$ cat src/rtl/i2c_master_ctrl.sv
// i2c_master_ctrl: single-byte I2C master (START, addr+rw, data, STOP).
// Define I2C_CLK_STRETCH_EN to honour slave clock stretching on scl_in.
module i2c_master_ctrl #(
  parameter int unsigned CLK_DIV = 250
) (
  input  logic       clk,
  input  logic       rst_n,
  input  logic       cmd_valid,
  output logic       cmd_ready,
  input  logic       cmd_rw,
  input  logic [6:0] cmd_addr,
  input  logic [7:0] cmd_wdata,
  output logic       rsp_valid,
  output logic [7:0] rsp_rdata,
  output logic       rsp_nack,
  output logic       scl_oe,
  output logic       sda_oe,
  input  logic       scl_in,
  input  logic       sda_in
);

  typedef enum logic [3:0] {
    IDLE, START, ADDR, AACK, WDATA,
    WACK, RDATA, MACK, STOP, DONE
  } state_t;

  localparam logic [15:0] DIV_M1 = 16'(CLK_DIV - 1);

  state_t      state, state_nx;
  logic [15:0] cnt;
  logic [1:0]  qtr;
  logic [2:0]  bit_idx;
  logic [7:0]  a_byte, d_byte, rx_sh;
  logic        nack, live;
  logic        busy, hold, tick, bit_end, smp;
  logic        hs, byte_st, last_bit;

  assign busy = (state != IDLE) && (state != DONE);

`ifdef I2C_CLK_STRETCH_EN
  // a released SCL still read low means the slave is stretching
  assign hold = qtr[1] & ~scl_oe & ~scl_in;
`else
  logic unused_scl;
  assign unused_scl = scl_in;
  assign hold = 1'b0;
`endif

  assign tick     = busy && !hold && (cnt == DIV_M1);
  assign bit_end  = tick && (qtr == 2'd3);
  assign smp      = tick && (qtr == 2'd2);
  assign hs       = cmd_valid && cmd_ready;
  assign byte_st  = state inside {ADDR, WDATA, RDATA};
  assign last_bit = (bit_idx == 3'd7);

  always_ff @(posedge clk) begin
    if (!rst_n) begin
      state     <= IDLE;
      cnt       <= '0;
      qtr       <= '0;
      bit_idx   <= '0;
      a_byte    <= '0;
      d_byte    <= '0;
      rx_sh     <= '0;
      nack      <= 1'b0;
      live      <= 1'b0;
      rsp_rdata <= '0;
    end else begin
      live  <= 1'b1;
      state <= state_nx;
      if (hs) begin
        // handshake cycle counts as the first cycle of START
        cnt     <= 16'd1;
        qtr     <= '0;
        bit_idx <= '0;
        a_byte  <= {cmd_addr, cmd_rw};
        d_byte  <= cmd_wdata;
        nack    <= 1'b0;
        rx_sh   <= '0;
      end else if (tick) begin
        cnt <= '0;
        qtr <= qtr + 2'd1;
        if (bit_end)
          bit_idx <= byte_st ? bit_idx + 3'd1 : 3'd0;
      end else if (busy && !hold) begin
        cnt <= cnt + 16'd1;
      end
      if (smp && (state == AACK || state == WACK) && sda_in)
        nack <= 1'b1;
      if (smp && state == RDATA)
        rx_sh <= {rx_sh[6:0], sda_in};
      if (bit_end && state == STOP)
        rsp_rdata <= !a_byte[0] ? 8'h00 :
                     (nack ? rsp_rdata : rx_sh);
    end
  end

  always_comb begin
    state_nx = state;
    unique case (state)
      IDLE:  if (hs) state_nx = START;
      START: if (bit_end) state_nx = ADDR;
      ADDR:  if (bit_end && last_bit) state_nx = AACK;
      AACK:
        if (bit_end) begin
          if (nack)           state_nx = STOP;
          else if (a_byte[0]) state_nx = RDATA;
          else                state_nx = WDATA;
        end
      WDATA: if (bit_end && last_bit) state_nx = WACK;
      WACK:  if (bit_end) state_nx = STOP;
      RDATA: if (bit_end && last_bit) state_nx = MACK;
      MACK:  if (bit_end) state_nx = STOP;
      STOP:  if (bit_end) state_nx = DONE;
      DONE:  state_nx = IDLE;
      default: state_nx = IDLE;
    endcase
  end

  always_comb begin
    scl_oe    = 1'b0;
    sda_oe    = 1'b0;
    cmd_ready = (state == IDLE) && live;
    rsp_valid = (state == DONE);
    rsp_nack  = (state == DONE) && nack;
    unique case (state)
      START: begin
        sda_oe = qtr[1];
        scl_oe = (qtr == 2'd3);
      end
      ADDR: begin
        scl_oe = ~qtr[1];
        sda_oe = ~a_byte[3'd7 - bit_idx];
      end
      WDATA: begin
        scl_oe = ~qtr[1];
        sda_oe = ~d_byte[3'd7 - bit_idx];
      end
      AACK, WACK, RDATA, MACK:
        scl_oe = ~qtr[1];
      STOP: begin
        scl_oe = ~qtr[1];
        sda_oe = (qtr != 2'd3);
      end
      default: ;
    endcase
  end

endmodule

$ cat config.mk
export PLATFORM = sky130hd
export DESIGN_NAME = i2c_master_ctrl
export DESIGN_NICKNAME = d
export VERILOG_FILES = /design/src/rtl/i2c_master_ctrl.sv
export SDC_FILE = /design/constraint.sdc
export NUM_CORES = 1
export LEC_CHECK = 0
export ABC_CLOCK_PERIOD_IN_PS = 2050
export BUFFER_PORTS_ARGS = -buffer_cell sky130_fd_sc_hd__buf_2
export CORE_MARGIN = 4
export CORE_UTILIZATION = 45
export DETAILED_ROUTE_END_ITERATION = 12
export PLACE_DENSITY = 0.67
export SYNTH_ARGS = -nofsm -noshare
export SYNTH_HDL_FRONTEND = slang
export SYNTH_SLANG_ARGS = --single-unit
$ cat constraint.sdc
create_clock -name clk -period 2.05 [get_ports clk]
set_input_delay 0.1025 -clock clk [delete_from_list [all_inputs] [get_ports clk]]
set_output_delay 0.1025 -clock clk [all_outputs]
set_load 0.02 [all_outputs]
==> metrics.md, run 1 <==
| Metric | Value |
|---|---|
| NumNets Final | `about 410` |
| Critical Path Start Type | `register` |
| Min-delay src | `cmd_rw` |
| Grt total ovfl | `0` |
| FF-to-FF Start | `cnt[1]` |
| Commonest non-fill, non-tap cell in the layout | `dfxtp_1` |
| Row Count | `29` |
| Fmax | `around 530 MHz` |
| Input/output buffers | `32` |
| Post-route core utilization | `a little under three fifths` |
| Worst R2R Path Depth | `7` |
| Vias | `between 2000 and 3000` |
| Synth top area share | `between 40% and 50%` |
| Post-synth cell types | `53` |
| Post-layout min period | `roughly 1900 ps` |
| Die area | `just under 8000 µm²` |
| Synth warnings | `0` |
| Power Density | `roughly 740 nW/µm²` |
| Required time of the critical path | `around 2000 ps` |
| CTS clock-pin slew for the worst setup and hold paths | `about 70 ps` |
| Power Total | `about 2.7 mW` |
| Routed wire length | `~6500 µm` |
| Max-Cap Viols | `0` |
| Syn nets | `355` |
| Residual DRC count | `0` |
| Post-synthesis sequential area ratio | `roughly two fifths` |
| Number of enable flip-flop cells after synthesis | `0` |
| Core ar. | `6350 µm²` |
| Vias/cell | `5.41` |
| CTS tree | `done` |
| H-tree lvl count | `3` |
| Hold path endpoint | `a_byte[0]` |
| Effective utilization at floorplan | `46.4%` |
| R2r setup slk | `about 170 ps` |
| DP Area | `between 3000 and 4000 µm²` |
| Syn_area_per_cell | `approximately 9.0 µm²` |
| RSZ-0062 raised after global routing | `no` |
| Crit Path Category | `register to output pin` |
| Nature of the critical path endpoint | `output pin` |
| Final setup fails | `0` |
| First-pass GRT wire length | `roughly 11000 µm` |
| Slew at the pin with the worst max-slew slack | `~490 ps` |
| Worst skew pair latency | `340 ps` |
| Async SR Flop Fraction | `0%` |
| Post-DP HPWL | `between 4000 and 5000 µm` |
| Largest net degree at the start of global routing | `31` |
| Final period util | `between 90% and 100%` |
| First-pass DRT Iterations | `4` |
| Clock Path Buffers | `2` |
| Worst vdd ir | `0.611 mV` |
| Cell count after synthesis | `328` |
| GP Congestion | `0.838` |
| Vias in the first global route | `~2400` |
| Ranking of synthesized cells by area | `dfxtp_1 (40%), nand2_1 (7.0%), mux2i_1 (4.1%), nand3_1 (3.7%), a21boi_0 (3.3%)` |
| 1st-iter DRT viols | `190` |
| Ratio of cells with drive above 1 in the final layout | `~22%` |
| HP Class | `primary input to register` |
| Clock Skew | `roughly 9.1 ps` |
| Setup_tns | `0 ps` |
| Root buffer cell | `clkbuf_8` |
| Gr usage total | `between 15 and 20%` |
| Slew margin rel. | `66.9%` |
| Max-slew violations | `0` |
| Die Y | `between 80 and 90 µm` |
| Seq cells post-synth | `between 50 and 60` |
| Routed len/inst | `between 10 and 15 µm` |
| I/O Pins | `34` |
| Commonest non-fill, non-tap cells in the layout | `dfxtp_1 (57), nand2_1 (55), buf_2 (32), nor2_1 (23), nand3_1 (22)` |
| WHS | `roughly 16 ps` |
| ANT nets after route | `0` |
| Hold Path Stages | `3` |
| Cell taking the most area after synthesis | `dfxtp_1` |
| Finished Cell Area | `~3600 µm²` |
| Status | `completed` |
| Die width | `88.9 µm` |
| Reg-to-Reg End | `rsp_rdata[2]` |
| Final Hold Vio Count | `0` |
| Synth Cell Area | `a little under 3000 µm²` |
| CP Max Fanout | `7` |
| Diodes inserted | `0` |
| Antenna violations before repair | `0` |
| Main synth FF type | `dfxtp_1` |
| Static Leak | `1.41 nW` |
| Sink Count | `59` |
| Syn-to-layout area delta | `22.2%` |
| TritonCTS Buffers | `9` |
| Critical Path AT | `1790 ps` |
[synthesized netlist by cell type, types with 2 or more instances]
cell type and n:
nand2_1 55, a21boi_0 13, nor2b_1 2, a21oi_1 17
buf_2 5, nand3_1 22, or2_1 2, and4_1 3
xnor2_1 6, ha_1 6, o21ai_0 5, clkbuf_1 7
mux4_2 4, inv_1 6, buf_4 2, mux2i_1 12
nor4b_4 3, and3_1 4, and2_1 3, nor2_1 23
a31oi_1 3, dlygate4sd1_1 3, xor2_1 7, a211oi_1 3
nor3_1 8, nand4b_1 3, nand4_1 8, dfxtp_1 59
o41ai_1 2, o22ai_1 2, o2bb2ai_1 7, nand2b_1 2
[how the worst max path moves through the flow]
stage	from	to	slack [ps]	cells past startpoint
floorplan	qtr[1]	state[1]	310	5
global placement	qtr[0]	state[2]	160	5
detailed placement	qtr[0]	state[0]	70	5
CTS	bit_idx[0]	sda_oe	50	5
global route	cnt[1]	rsp_rdata[7]	5	7
finish	bit_idx[0]	sda_oe	160	5
[state kept, by name, indices dropped and copies added (netlist names)]
| signal | flops |
|---|---|
| rsp_rdata | 8 |
| nack | 1 |
| cnt | 16 |
| bit_idx | 3 |
| rx_sh | 8 |
| d_byte | 8 |
| qtr | 2 |
| a_byte | 8 |
| state | 4 |
| live | 1 |
[cell families after synthesis]
group | count (synthesis) | share of synthesized area [%]
AND/OR/NAND/NOR | 148 | 27.2
XOR/XNOR | 14 | 4.42
multiplexers | 16 | 7.13
AO/OA/AOI/OAI | 60 | 14.1
buffers and inverters | 25 | 4.46
flip-flops | 59 | 40.1
adder cells (fa/ha/maj) | 6 | 2.55
[layout make-up]
cell class | count | area, µm²
fill | 569 | 2750
tap | 77 | 96.3
timing repair buffer | 62 | 420
clock inverter | 4 | 73.8
clock buffer | 11 | 151
inverter | 6 | 22.5
multi-input combinational | 244 | 1650
sequential | 59 | 1190
[critical path: stages (launching register included)]
cell      delay [ps]
dfxtp_4          410
mux4_2           500
mux2i_1          160
nand4b_1         120
nand3_1          100
buf_2            160
[metrics by stage]
step | cells | setup slack, ps
3_5_place_dp | 434 | 74.5
4_1_cts | 463 | 52.8
6_report | 463 | 155
3_3_place_gp | 434 | 158
2_1_floorplan | 328 | 314
5_1_grt | 463 | 5.30
[layer usage]
layer / global-route usage (%) / share of wire (%) / vias up
met5: 0 / 0 / -
met1: 23.7 / 48 / 1171
met2: 28.9 / 47 / 40
met4: 6.04 / 1.1 / 0
li1: - / - / 1283
met3: 5.90 / 3.9 / 9
[repair_timing]
action	CTS	global route
hold endpoints to repair	14	0
gates resized for setup	1	6
setup buffers	0	0
hold buffers	14	0
endpoints found under the setup margin	1	6
[power by group]
group | switching [mW] | internal, mW
logic | 0.147 | 0.117
clock network | 0.462 | 0.744
registers | 0.0215 | 1.17
total | 0.630 | 2.03
Note: power is estimated with default switching activity, not from simulation.
==> run 2, diff against run 1 <==
--- a/config.mk
+++ b/config.mk
@@ -7,6 +7,7 @@
 export LEC_CHECK = 0
 export ABC_CLOCK_PERIOD_IN_PS = 2050
 export BUFFER_PORTS_ARGS = -buffer_cell sky130_fd_sc_hd__buf_2
+export CORE_ASPECT_RATIO = 1.25
 export CORE_MARGIN = 4
 export CORE_UTILIZATION = 45
 export DETAILED_ROUTE_END_ITERATION = 12
==> metrics.md, run 2 (synthesis results as in run 1) <==
| Metric | Value |
|---|---|
| Routed len/inst | `between 10 and 15 µm` |
| Antenna violations before repair | `0` |
| Required time of the critical path | `between 2000 and 2500 ps` |
| CTS clock-pin slew for the worst setup and hold paths | `70 ps` |
| Slew margin rel. | `~65%` |
| TritonCTS Buffers | `9` |
| CP Max Fanout | `8` |
| Input/output buffers | `32` |
| Max-slew violations | `0` |
| First-pass GRT wire length | `between 10000 and 15000 µm` |
| Crit-path cells | `inv_2 -> ha_4 -> nor4b_4 -> nand3_2 -> nor4b_4 -> nand2_4 -> mux2i_1` |
| Vias in the first global route | `roughly 2300` |
| Syn-to-layout area delta | `19.7%` |
| Nature of the critical path endpoint | `register` |
| FF-to-FF Start | `cnt[1]` |
| Status | `completed` |
| H-tree lvl count | `3` |
| Worst vdd ir | `0.542 mV` |
| Critical path's most frequent cell | `nor4b_4` |
| Ratio of cells with drive above 1 in the final layout | `between 20% and 30%` |
| Die area | `around 7900 µm²` |
| NetSw | `between 600 and 700 µW` |
| HP Class | `primary input to register` |
| Reg-to-Reg End | `rsp_rdata[3]` |
| Worst path slowest cell | `nor4b_4` |
| Switching share of power | `23.5%` |
| 1st-iter DRT viols | `between 100 and 150` |
| Row Count | `32` |
| Vias/cell | `roughly 5.4` |
| R2r setup slk | `around 160 ps` |
| Critical Path Start Type | `register` |
| Crit Path Category | `register to register` |
| Slowest Stage Delay on Critical Path | `between 400 and 500 ps` |
| Power Total | `2.64 mW` |
| Post-layout min period | `1890 ps` |
| Root buffer cell | `clkbuf_8` |
| Sink Count | `59` |
| Vias | `~2500` |
| Routed wire length | `6460 µm` |
| GP Congestion | `approximately 0.85` |
| Final Hold Vio Count | `0` |
| Max FFs per register | `16` |
| Gr usage total | `between 15 and 20%` |
| Final setup fails | `0` |
| Max-Cap Viols | `0` |
| Die width | `around 80 µm` |
| Power Density | `around 750 nW/µm²` |
| Clock Path Buffers | `2` |
| CP Launch Point | `cnt[1]` |
| Die Y | `slightly below 100 µm` |
| Commonest non-fill, non-tap cells in the layout | `dfxtp_1 (56), nand2_1 (55), buf_2 (32), nor2_1 (23), nand3_1 (22)` |
| WHS | `around 13 ps` |
| Largest Register | `cnt` |
| Fmax | `around 530 MHz` |
| Clock Skew | `about 4.6 ps` |
| Static Leak | `about 1.4 nW` |
| Effective utilization at floorplan | `roughly 47%` |
| ANT nets after route | `0` |
| Residual DRC count | `0` |
| Core ar. | `between 6000 and 7000 µm²` |
| Reg power frac | `between 40% and 50%` |
| Worst Setup EP | `rsp_rdata[3]` |
| Slew at the pin with the worst max-slew slack | `527 ps` |
| Grt total ovfl | `0` |
| First-pass DRT Iterations | `4` |
| Comb pwr share | `9.6%` |
| I/O Pins | `34` |
| Critical Path AT | `between 2000 and 2500 ps` |
| Final period util | `approximately 92%` |
| Diodes inserted | `0` |
| Post-DP HPWL | `4460 µm` |
| NumNets Final | `399` |
| Clock power share | `about 45%` |
| Worst R2R Path Depth | `7` |
| Commonest non-fill, non-tap cell in the layout | `dfxtp_1` |
| Worst skew pair latency | `340 ps` |
| P_int | `slightly above 2 mW` |
| CTS tree | `done` |
| Largest net degree at the start of global routing | `46` |
[run 2: cell count changes in the layout (fill, tap and decap cells not counted), sizes merged]
cell,before,now
clkinv,2,3
dlygate4sd3,14,4
[run 2: layer usage]
| metal | GRT usage, % | vias up | wire length [µm] |
|---|---|---|---|
| li1 | - | 1257 | - |
| met1 | 22.7 | 1177 | 2940 |
| met2 | 27.3 | 53 | 3120 |
| met3 | 4.20 | 12 | 252 |
| met4 | 8.32 | 0 | 145 |
| met5 | 0 | - | 0 |
[run 2: layout make-up]
type,count,area [µm²]
Sequential cell,59,1190
Multi-Input combinational cell,244,1670
Clock buffer,11,151
Tap cell,85,106
Inverter,6,22.5
Clock inverter,5,75.1
Timing Repair Buffer,52,320
Fill cell,600,2760
[run 2: worst min-delay path by stage]
stage,startpoint,end,slack [ps],depth (start not counted)
floorplan,rst_n,live,130,0
global placement,cmd_addr[5],a_byte[6],350,3
global route,cmd_rw,a_byte[0],20,3
detailed placement,cmd_addr[1],a_byte[2],360,3
finish,cmd_wdata[5],d_byte[5],10,3
CTS,cmd_wdata[6],d_byte[6],0.04,3
[run 2: worst max-delay path, delay by kind of cell, from the launching register on]
family / cells / cell delay [ps]
adder cells (fa/ha/maj): 1 / 120
buffers and inverters: 1 / 60
flip-flops: 1 / 340
multiplexers: 1 / 150
AND/OR/NAND/NOR: 4 / 1120
[run 2: power by group through the flow]
| stage | sequential [mW] | combinational (mW) | clock [mW] |
|---|---|---|---|
| global route | 1.19 | 0.285 | 1.27 |
| finish | 1.19 | 0.253 | 1.20 |
| floorplan | 1.21 | 0.175 | 0 |
| global placement | 1.22 | 0.240 | 0 |
| detailed placement | 1.22 | 0.244 | 0 |
| CTS | 1.19 | 0.250 | 1.22 |
[run 2: per-stage QoR]
stage	setup slack, ps	area, µm²	instances	util [%]	TNS [ps]
after CTS	78.0	3480	461	55.4	0
after detailed placement	94.9	3220	441	51.2	0
after floorplan	314	2950	328	-	0
after global placement	135	3220	441	51.2	0
final	157	3530	462	56.1	0
after global routing	-4.59	3530	462	56.1	-4.59
[run 2: what timing repair did]
action,in CTS,in global routing
buffers inserted,0,1
gates resized for setup,1,9
hold buffers,4,0
endpoints found under the setup margin,1,15
hold endpoints to repair,4,0
pin swaps,0,4
cloned,0,0
